[config.mk]
export PLATFORM = sky130hd
export DESIGN_NAME = interconnect_four_data_to_sfft
export DESIGN_NICKNAME = d
export VERILOG_FILES = /design/src/rtl/interconnect_four_data_to_sfft.sv
export SDC_FILE = /design/constraint.sdc
export NUM_CORES = 1
export LEC_CHECK = 0
export CORE_ASPECT_RATIO = 0.75
export CORE_MARGIN = 2
export CORE_UTILIZATION = 25
export CTS_CLUSTER_DIAMETER = 40
export DETAILED_ROUTE_END_ITERATION = 8
export GPL_TIMING_DRIVEN = 0
export PLACE_DENSITY = 0.49
export RECOVER_POWER = 100
export SLEW_MARGIN = 40
export SYNTH_ARGS = -nofsm -noshare
export SYNTH_HDL_FRONTEND = slang
export SYNTH_SLANG_ARGS = --single-unit
[constraint.sdc]
create_clock -name clk -period 2.4 [get_ports clk]
set_input_delay 0.48 -clock clk [delete_from_list [all_inputs] [get_ports clk]]
set_output_delay 0.48 -clock clk [all_outputs]
set_load 0.02 [all_outputs]
[src/rtl/interconnect_four_data_to_sfft.sv]
// Gather stage: collects four parallel sub-FFT lanes into a buffer, then replays
// them column by column (lane0[k]..lane3[k]) to a radix-4 FFT paced by its wait flag.
module interconnect_four_data_to_sfft #(
  parameter int SIZE_BUFFER   = 4,
  parameter int DATA_FFT_SIZE = 16
) (
  input  logic                     clk,
  input  logic                     reset,
  input  logic                     valid0,
  input  logic                     valid1,
  input  logic                     valid2,
  input  logic                     valid3,
  input  logic [DATA_FFT_SIZE-1:0] data_fft0_i,
  input  logic [DATA_FFT_SIZE-1:0] data_fft1_i,
  input  logic [DATA_FFT_SIZE-1:0] data_fft2_i,
  input  logic [DATA_FFT_SIZE-1:0] data_fft3_i,
  input  logic [DATA_FFT_SIZE-1:0] data_fft0_q,
  input  logic [DATA_FFT_SIZE-1:0] data_fft1_q,
  input  logic [DATA_FFT_SIZE-1:0] data_fft2_q,
  input  logic [DATA_FFT_SIZE-1:0] data_fft3_q,
  output logic                     flag_ready_recive,
  input  logic                     fft_wayt_data,
  output logic [DATA_FFT_SIZE-1:0] out_data_i,
  output logic [DATA_FFT_SIZE-1:0] out_data_q,
  output logic                     outvalid,
  output logic [SIZE_BUFFER-3:0]   out_group,
  output logic                     overflow
);

  localparam int AW = SIZE_BUFFER - 2;
  localparam int PW = SIZE_BUFFER - 1;
  localparam int L  = 1 << AW;
  localparam int DW = DATA_FFT_SIZE;
  localparam int SW = 2 * DATA_FFT_SIZE;
  localparam logic [PW-1:0] LANE_LEN = PW'(L);
  localparam logic [AW-1:0] G_LAST   = '1;

  typedef enum logic [1:0] {ST_LOAD, ST_WAIT, ST_SEND, ST_GAP} state_t;

  state_t          state_q, state_d;
  logic [PW-1:0]   wp_q [4];
  logic [PW-1:0]   wp_d [4];
  logic [AW-1:0]   g_q, g_d;
  logic [1:0]      s_q, s_d;
  logic            flag_q, flag_d;
  logic            outvalid_q, outvalid_d;
  logic [DW-1:0]   out_i_q, out_i_d;
  logic [DW-1:0]   out_q_q, out_q_d;
  logic [AW-1:0]   out_group_q, out_group_d;
  logic            overflow_q, overflow_d;

  logic            lane_valid [4];
  logic [SW-1:0]   lane_data  [4];
  logic            wr_en      [4];
  logic            all_full;
  logic [SW-1:0]   rd_word;
  logic [SW-1:0]   mem [4][L];

  always_comb begin
    lane_valid = '{valid0, valid1, valid2, valid3};
    lane_data  = '{{data_fft0_i, data_fft0_q}, {data_fft1_i, data_fft1_q},
                   {data_fft2_i, data_fft2_q}, {data_fft3_i, data_fft3_q}};
  end

  always_comb begin
    state_d     = state_q;
    wp_d        = wp_q;
    g_d         = g_q;
    s_d         = s_q;
    outvalid_d  = 1'b0;
    out_i_d     = out_i_q;
    out_q_d     = out_q_q;
    out_group_d = out_group_q;
    overflow_d  = overflow_q;
    all_full    = 1'b1;
    rd_word     = mem[s_q][g_q];
    for (int unsigned n = 0; n < 4; n++) wr_en[n] = 1'b0;

    case (state_q)
      ST_LOAD: begin
        for (int unsigned n = 0; n < 4; n++) begin
          if (lane_valid[n]) begin
            if (wp_q[n] < LANE_LEN) begin
              wr_en[n] = 1'b1;
              wp_d[n]  = wp_q[n] + PW'(1);
            end else begin
              overflow_d = 1'b1;
            end
          end
        end
        // Full-detect looks at the post-write pointers so the last write and the move coincide.
        for (int unsigned n = 0; n < 4; n++) begin
          if (wp_d[n] != LANE_LEN) all_full = 1'b0;
        end
        if (all_full) state_d = ST_WAIT;
      end
      ST_WAIT: begin
        s_d = 2'd0;
        if (fft_wayt_data) state_d = ST_SEND;
      end
      ST_SEND: begin
        outvalid_d  = 1'b1;
        out_i_d     = rd_word[SW-1:DW];
        out_q_d     = rd_word[DW-1:0];
        out_group_d = g_q;
        s_d         = s_q + 2'd1;
        if (s_q == 2'd3) state_d = ST_GAP;
      end
      ST_GAP: begin
        if (g_q != G_LAST) begin
          g_d     = g_q + AW'(1);
          state_d = ST_WAIT;
        end else begin
          g_d     = '0;
          for (int unsigned n = 0; n < 4; n++) wp_d[n] = '0;
          state_d = ST_LOAD;
        end
      end
      default: state_d = ST_LOAD;
    endcase

    flag_d = (state_d == ST_LOAD);
  end

  always_ff @(posedge clk) begin
    if (reset) begin
      state_q     <= ST_LOAD;
      for (int unsigned n = 0; n < 4; n++) wp_q[n] <= '0;
      g_q         <= '0;
      s_q         <= '0;
      flag_q      <= 1'b1;
      outvalid_q  <= 1'b0;
      out_i_q     <= '0;
      out_q_q     <= '0;
      out_group_q <= '0;
      overflow_q  <= 1'b0;
    end else begin
      state_q     <= state_d;
      wp_q        <= wp_d;
      g_q         <= g_d;
      s_q         <= s_d;
      flag_q      <= flag_d;
      outvalid_q  <= outvalid_d;
      out_i_q     <= out_i_d;
      out_q_q     <= out_q_d;
      out_group_q <= out_group_d;
      overflow_q  <= overflow_d;
    end
  end

  always_ff @(posedge clk) begin
    for (int unsigned n = 0; n < 4; n++) begin
      if (wr_en[n]) mem[n][wp_q[n][AW-1:0]] <= lane_data[n];
    end
  end

  assign flag_ready_recive = flag_q;
  assign outvalid          = outvalid_q;
  assign out_data_i        = out_i_q;
  assign out_data_q        = out_q_q;
  assign out_group         = out_group_q;
  assign overflow          = overflow_q;

endmodule
; ---- Yosys cells after proc, flatten, opt, wreduce, memory -nomap -nowiden
; Memories as Yosys holds them, arrays and structs flattened. A register that Yosys moved wholly into a read port is not among the register bits.
; Index checks and enable logic that the tools add are counted.
[totals]
reg_bits = 55
out_inout_bits = 37
n_memories = 1
ramBits = 512
in_bits = 135
[memory_table]
columns = name, depth, width, read_ports, rd_ports_with_merged_regs, wr, line_no
row1 = mem, 4, 128, 1, 1, 4, 57  ; logic [SW-1:0] mem [4][L];
[op_classes]
n_eq_ne = 10
n_reduce_logical = 9
n_mux = 65
addsub = 6
n_bitwise = 5
magnitude_cmp = 13
[ops]
columns = operator, n
row1 = 128-bit 2-to-1 mux, 4
row2 = 32-bit demux with 2-bit select, 4
row3 = 32-bit 2-to-1 mux, 6
row4 = 32-bit binary-select mux with 2-bit select, 1
row5 = 3-bit 2-to-1 mux, 12
row6 = 1-bit 2-to-1 mux, 27
row7 = 12-bit case mux with 2 select lines, 1
row8 = "3-bit greater-or-equal comparator, second input constant", 5
row9 = 2-bit NOT with 3-bit output, 5
row10 = "3-bit by 1-bit adder with 3-bit output, second input constant", 4
row11 = "3-bit by 1-bit < comparator with 1-bit output, second input constant", 4
row12 = "3-bit < comparator, second input constant", 4
row13 = 12-bit 2-to-1 mux, 1
row14 = 2-bit 2-to-1 mux, 6
row15 = "3-bit inequality test, second input constant", 4
row16 = 2-bit case mux with 4 select lines, 1
row17 = "2-bit equality test, second input constant", 3
row18 = "2-bit by 1-bit adder with 2-bit output, second input constant", 2
row19 = 1-bit logical AND, 4
row20 = 2-bit zero test, 2
row21 = 4-bit 2-to-1 mux, 1
row22 = "2-bit inequality test, second input constant", 2
row23 = 2-bit case mux with 2 select lines, 1
row24 = 2-bit nonzero test, 2
row25 = 2 further kinds, 2

; ---- Logic depth before layout (Yosys ltp)
[logic_depth]
depth_word = 13
depth_mapped = 8
depth_no_buf = 7

; ---- Least setup slack after synthesis
; Ideal clock, no wire load.
[synth_path]
path_kind = reg2reg
from = register state_q[0]
to = memory mem[0][0] (netlist bit) (enable)
required_ps = 2008
path_stages_with_launch = 6
arrival_time_ps = 1871
path_buffers = 2
path_slack_ps = 137
path_cell_list = dfxtp_1 > inv_1 > ha_1 > clkbuf_1 > clkbuf_1 > and3_1
[synth_rtl]
columns = element, line_no
row1 = from (decl), 40  ; state_t state_q, state_d;
row2 = from (signal assigned), 138  ; state_q <= state_d;
row3 = to (decl), 57

==> run metrics <==
HPWL after detailed placement=around 45000 microns; Vert. Die Dim=around 260 microns; Clk pwr share=between 40% and 50%; synthesized area=approximately 22000 sq um; share of power burned in combinational logic=between 10% and 20%; Die Span X=344 microns; Hold WC Path Type=flop to flop; Post-Route Skew=around 0.024 ns; largest net degree at the start of global routing=25; clock sink total=about 570; Crit path arrival time=between 2 and 3 ns; f_max=roughly 0.44 GHz; post-synth cell types=36; commonest non-fill, non-tap cell in the layout=edfxtp_1; Fin. Hold Viols=0; Syn Nets=~1200; Final Util=between 30% and 40%; # rows=93; # port buffers=171; #FFs+latches synth=around 570; nature of the critical path endpoint=flop; peak supply drop=0.000509 V; Pwr Total=roughly 28 mW; routability congestion estimate=slightly below 0.8; CP endpoint=mem[0][121]$_DFFE_PP_; crit-path max FO=19; Synth Area per Inst=20.1 sq um; routed vias/inst=about 4.7; crit-path cells=inv_1 -> ha_1 -> clkbuf_2 -> and3_2 -> buf_12; H-tree depth=3; Finished Cell Area=around 28000 sq um; placed cell areas=25200 sq um; register area share after synthesis=approximately three quarters; CP Launch Point=state_q[0]$_SDFF_PP0_; worst setup margin=0.117 ns; outcome=finished, final reports clean; sequential share of power=45.6%; CTS buffer count=76; Final nets=about 1500; CTS tree=done; clk buf depth=3; CP max stage delay=approximately 0.68 ns; cell internal pwr=between 20 and 25 mW; First-pass DRT Iterations=5; static leakage=~9 nW; post-layout minimum cycle time=about 2.3 ns; Sw Ratio=between 20% and 30%; gr usage total=between 15 and 20%; fin. max-slew vios=0; reg2reg path depth=5; IO Pins=172; antenna-violating nets left=0; first-pass GRT wire length=roughly 96000 microns; Reg-to-Reg End=mem[0][121]$_DFFE_PP_; Routed WL=~70000 microns; Critical Path Stages=5; core area=85900 sq um; slowest stage cell, crit path=and3_2; post-DR wirelength/cell=roughly 27 microns; Pwr Density=about 1000 nW/um^2; number of global-route vias before repair=roughly 12000; most frequent cells in the layout=512 x edfxtp_1, 166 x dlygate4sd3_1, 128 x mux4_2; Initial Util=25.2%; Final period util=about 95%; pre-CTS setup slack=-0.357 ns; YS warnings=0; die area=between 80000 and 90000 sq um; Setup TNS=0 ns; DRC marker count from the first detailed-route iteration=1173; R2R Path Start=state_q[0]$_SDFF_PP0_; RSZ-0062 raised after global routing=false; Slew HR=44.4%; Slew @ Worst Pin=0.834 ns; CP delay by family, top=buffers and inverters; CP Launch Type=flop; worst setup path category=flop to flop; Setup-failing EPs final=0; Mapped Cells=~1100; max cap viols=0; Req. time, crit path=around 2.7 ns; total gr overflow=0; DRC=0; Worst-Skew Late Latency=~0.63 ns; initial antenna violation count=9; vias=12000; Psw=around 7.5 mW; Worst R2R Setup Slack=between 0.1 and 0.15 ns; CP bufs+invs=3; area added between synthesis and finish=28.1%; CTS root buffer=clkbuf_16; layout cell share with drive strength beyond 1=roughly 24%; clock slew at reported path FFs=0.05 ns
==> registers in the layout (all words and copies together), names as in the netlist, named ones only <==
register / flops
out_data_i: 16
g_q: 2
out_data_q: 16
out_group: 2
state_q: 2
wp_q: 12
s_q: 2
mem: 512
overflow: 1
flag_ready_recive: 1
outvalid: 1
==> worst min-delay path by stage <==
stage	from	to	slack [ns]	cells past startpoint
final	overflow$_SDFFE_PP0P_	overflow$_SDFFE_PP0P_	0.48	2
after global routing	out_data_q[9]$_SDFFE_PP0P_	out_data_q[9]$_SDFFE_PP0P_	0.50	2
after CTS	data_fft2_i[6]	mem[2][54]$_DFFE_PP_	0.47	1
after detailed placement	out_data_q[9]$_SDFFE_PP0P_	out_data_q[9]$_SDFFE_PP0P_	0.48	2
after global placement	out_data_i[2]$_SDFFE_PP0P_	out_data_i[2]$_SDFFE_PP0P_	0.47	1
after floorplan	s_q[1]$_SDFFE_PP0N_	flop	0.46	2
==> metrics by stage <==
| stage | instances | hold WS, ns |
|---|---|---|
| after floorplan | 1079 | 0.463 |
| after global placement | 2390 | 0.470 |
| after detailed placement | 2406 | 0.480 |
| after CTS | 2552 | 0.474 |
| after global routing | 2552 | 0.505 |
| final | 2553 | 0.477 |
==> metal layers <==
metal  vias to the layer above  track usage, %  wire (microns)
met1                      6357            21.9           31300
li1                       5020               -               -
met5                         -               0               0
met2                       504            25.2           32700
met4                         0            3.67            1370
met3                       107            3.00            4520
==> kinds of logic after synthesis <==
group,count (synthesis),synth area share [%]
mux,134,13.6
compound gates,170,4.91
simple gates,111,2.44
buf+inv,73,1.55
flops,569,76.2
fa+ha+maj,22,1.27
==> synth_stat cells (all sizes together) <==
cell / number / area, sq um
nand2: 12 / 45.0
clkbuf: 29 / 109
a22o: 1 / 8.76
mux4: 128 / 2880
nor2: 54 / 203
a31oi: 5 / 31.3
buf: 30 / 174
a2bb2oi: 1 / 8.76
nor3: 2 / 10.0
mux2: 2 / 22.5
and3: 16 / 100
o22a: 2 / 17.5
nand3: 7 / 35.0
o2111ai: 1 / 8.76
a22oi: 68 / 510
ha: 22 / 275
a221oi: 1 / 8.76
nand4bb: 1 / 11.3
o31ai: 1 / 7.51
and3b: 2 / 17.5
inv: 14 / 52.6
nor2b: 7 / 43.8
nand2b: 7 / 43.8
nand3b: 1 / 7.51
dfxtp: 57 / 1140
mux2i: 4 / 40.0
a21oi: 81 / 405
nand4: 1 / 6.26
o21ai: 4 / 20.0
o21a: 5 / 37.5
and2: 1 / 6.26
edfxtp: 512 / 15400
==> layout make-up <==
type / count / area (sq um)
fillers: 8258 / 58100
flip-flops and latches: 569 / 16500
multi-input cells: 437 / 4850
repair buffers: 193 / 1970
clock buffers: 83 / 1940
well taps: 1140 / 1430
clock inverters: 58 / 681
plain buffers: 58 / 327
inverters: 14 / 52.6
diodes: 1 / 2.50
==> repair_timing <==
item,in CTS,in global routing
setup endpoints to repair,302,10
buffers inserted,6,0
hold endpoints to repair,0,0
hold buffers,0,0
gates resized for setup,9,11
gates cloned,0,0
pin swaps,4,0
==> power groups by stage <==
stage	Combinational [mW]	Clock, mW	Sequential, mW
after global placement	3.45	0	13.0
after floorplan	1.69	0	12.9
final	3.59	11.6	12.8
after detailed placement	3.80	0	13.0
after global routing	3.83	12.3	12.9
after CTS	3.82	11.8	12.8
==> tightest hold or removal path, stage by stage, from the launching register on <==
cell and delay [ns]:
dfxtp_1 0.32, nor2_1 0.05, nor2_1 0.07
Power figures use the tool's default switching activity.
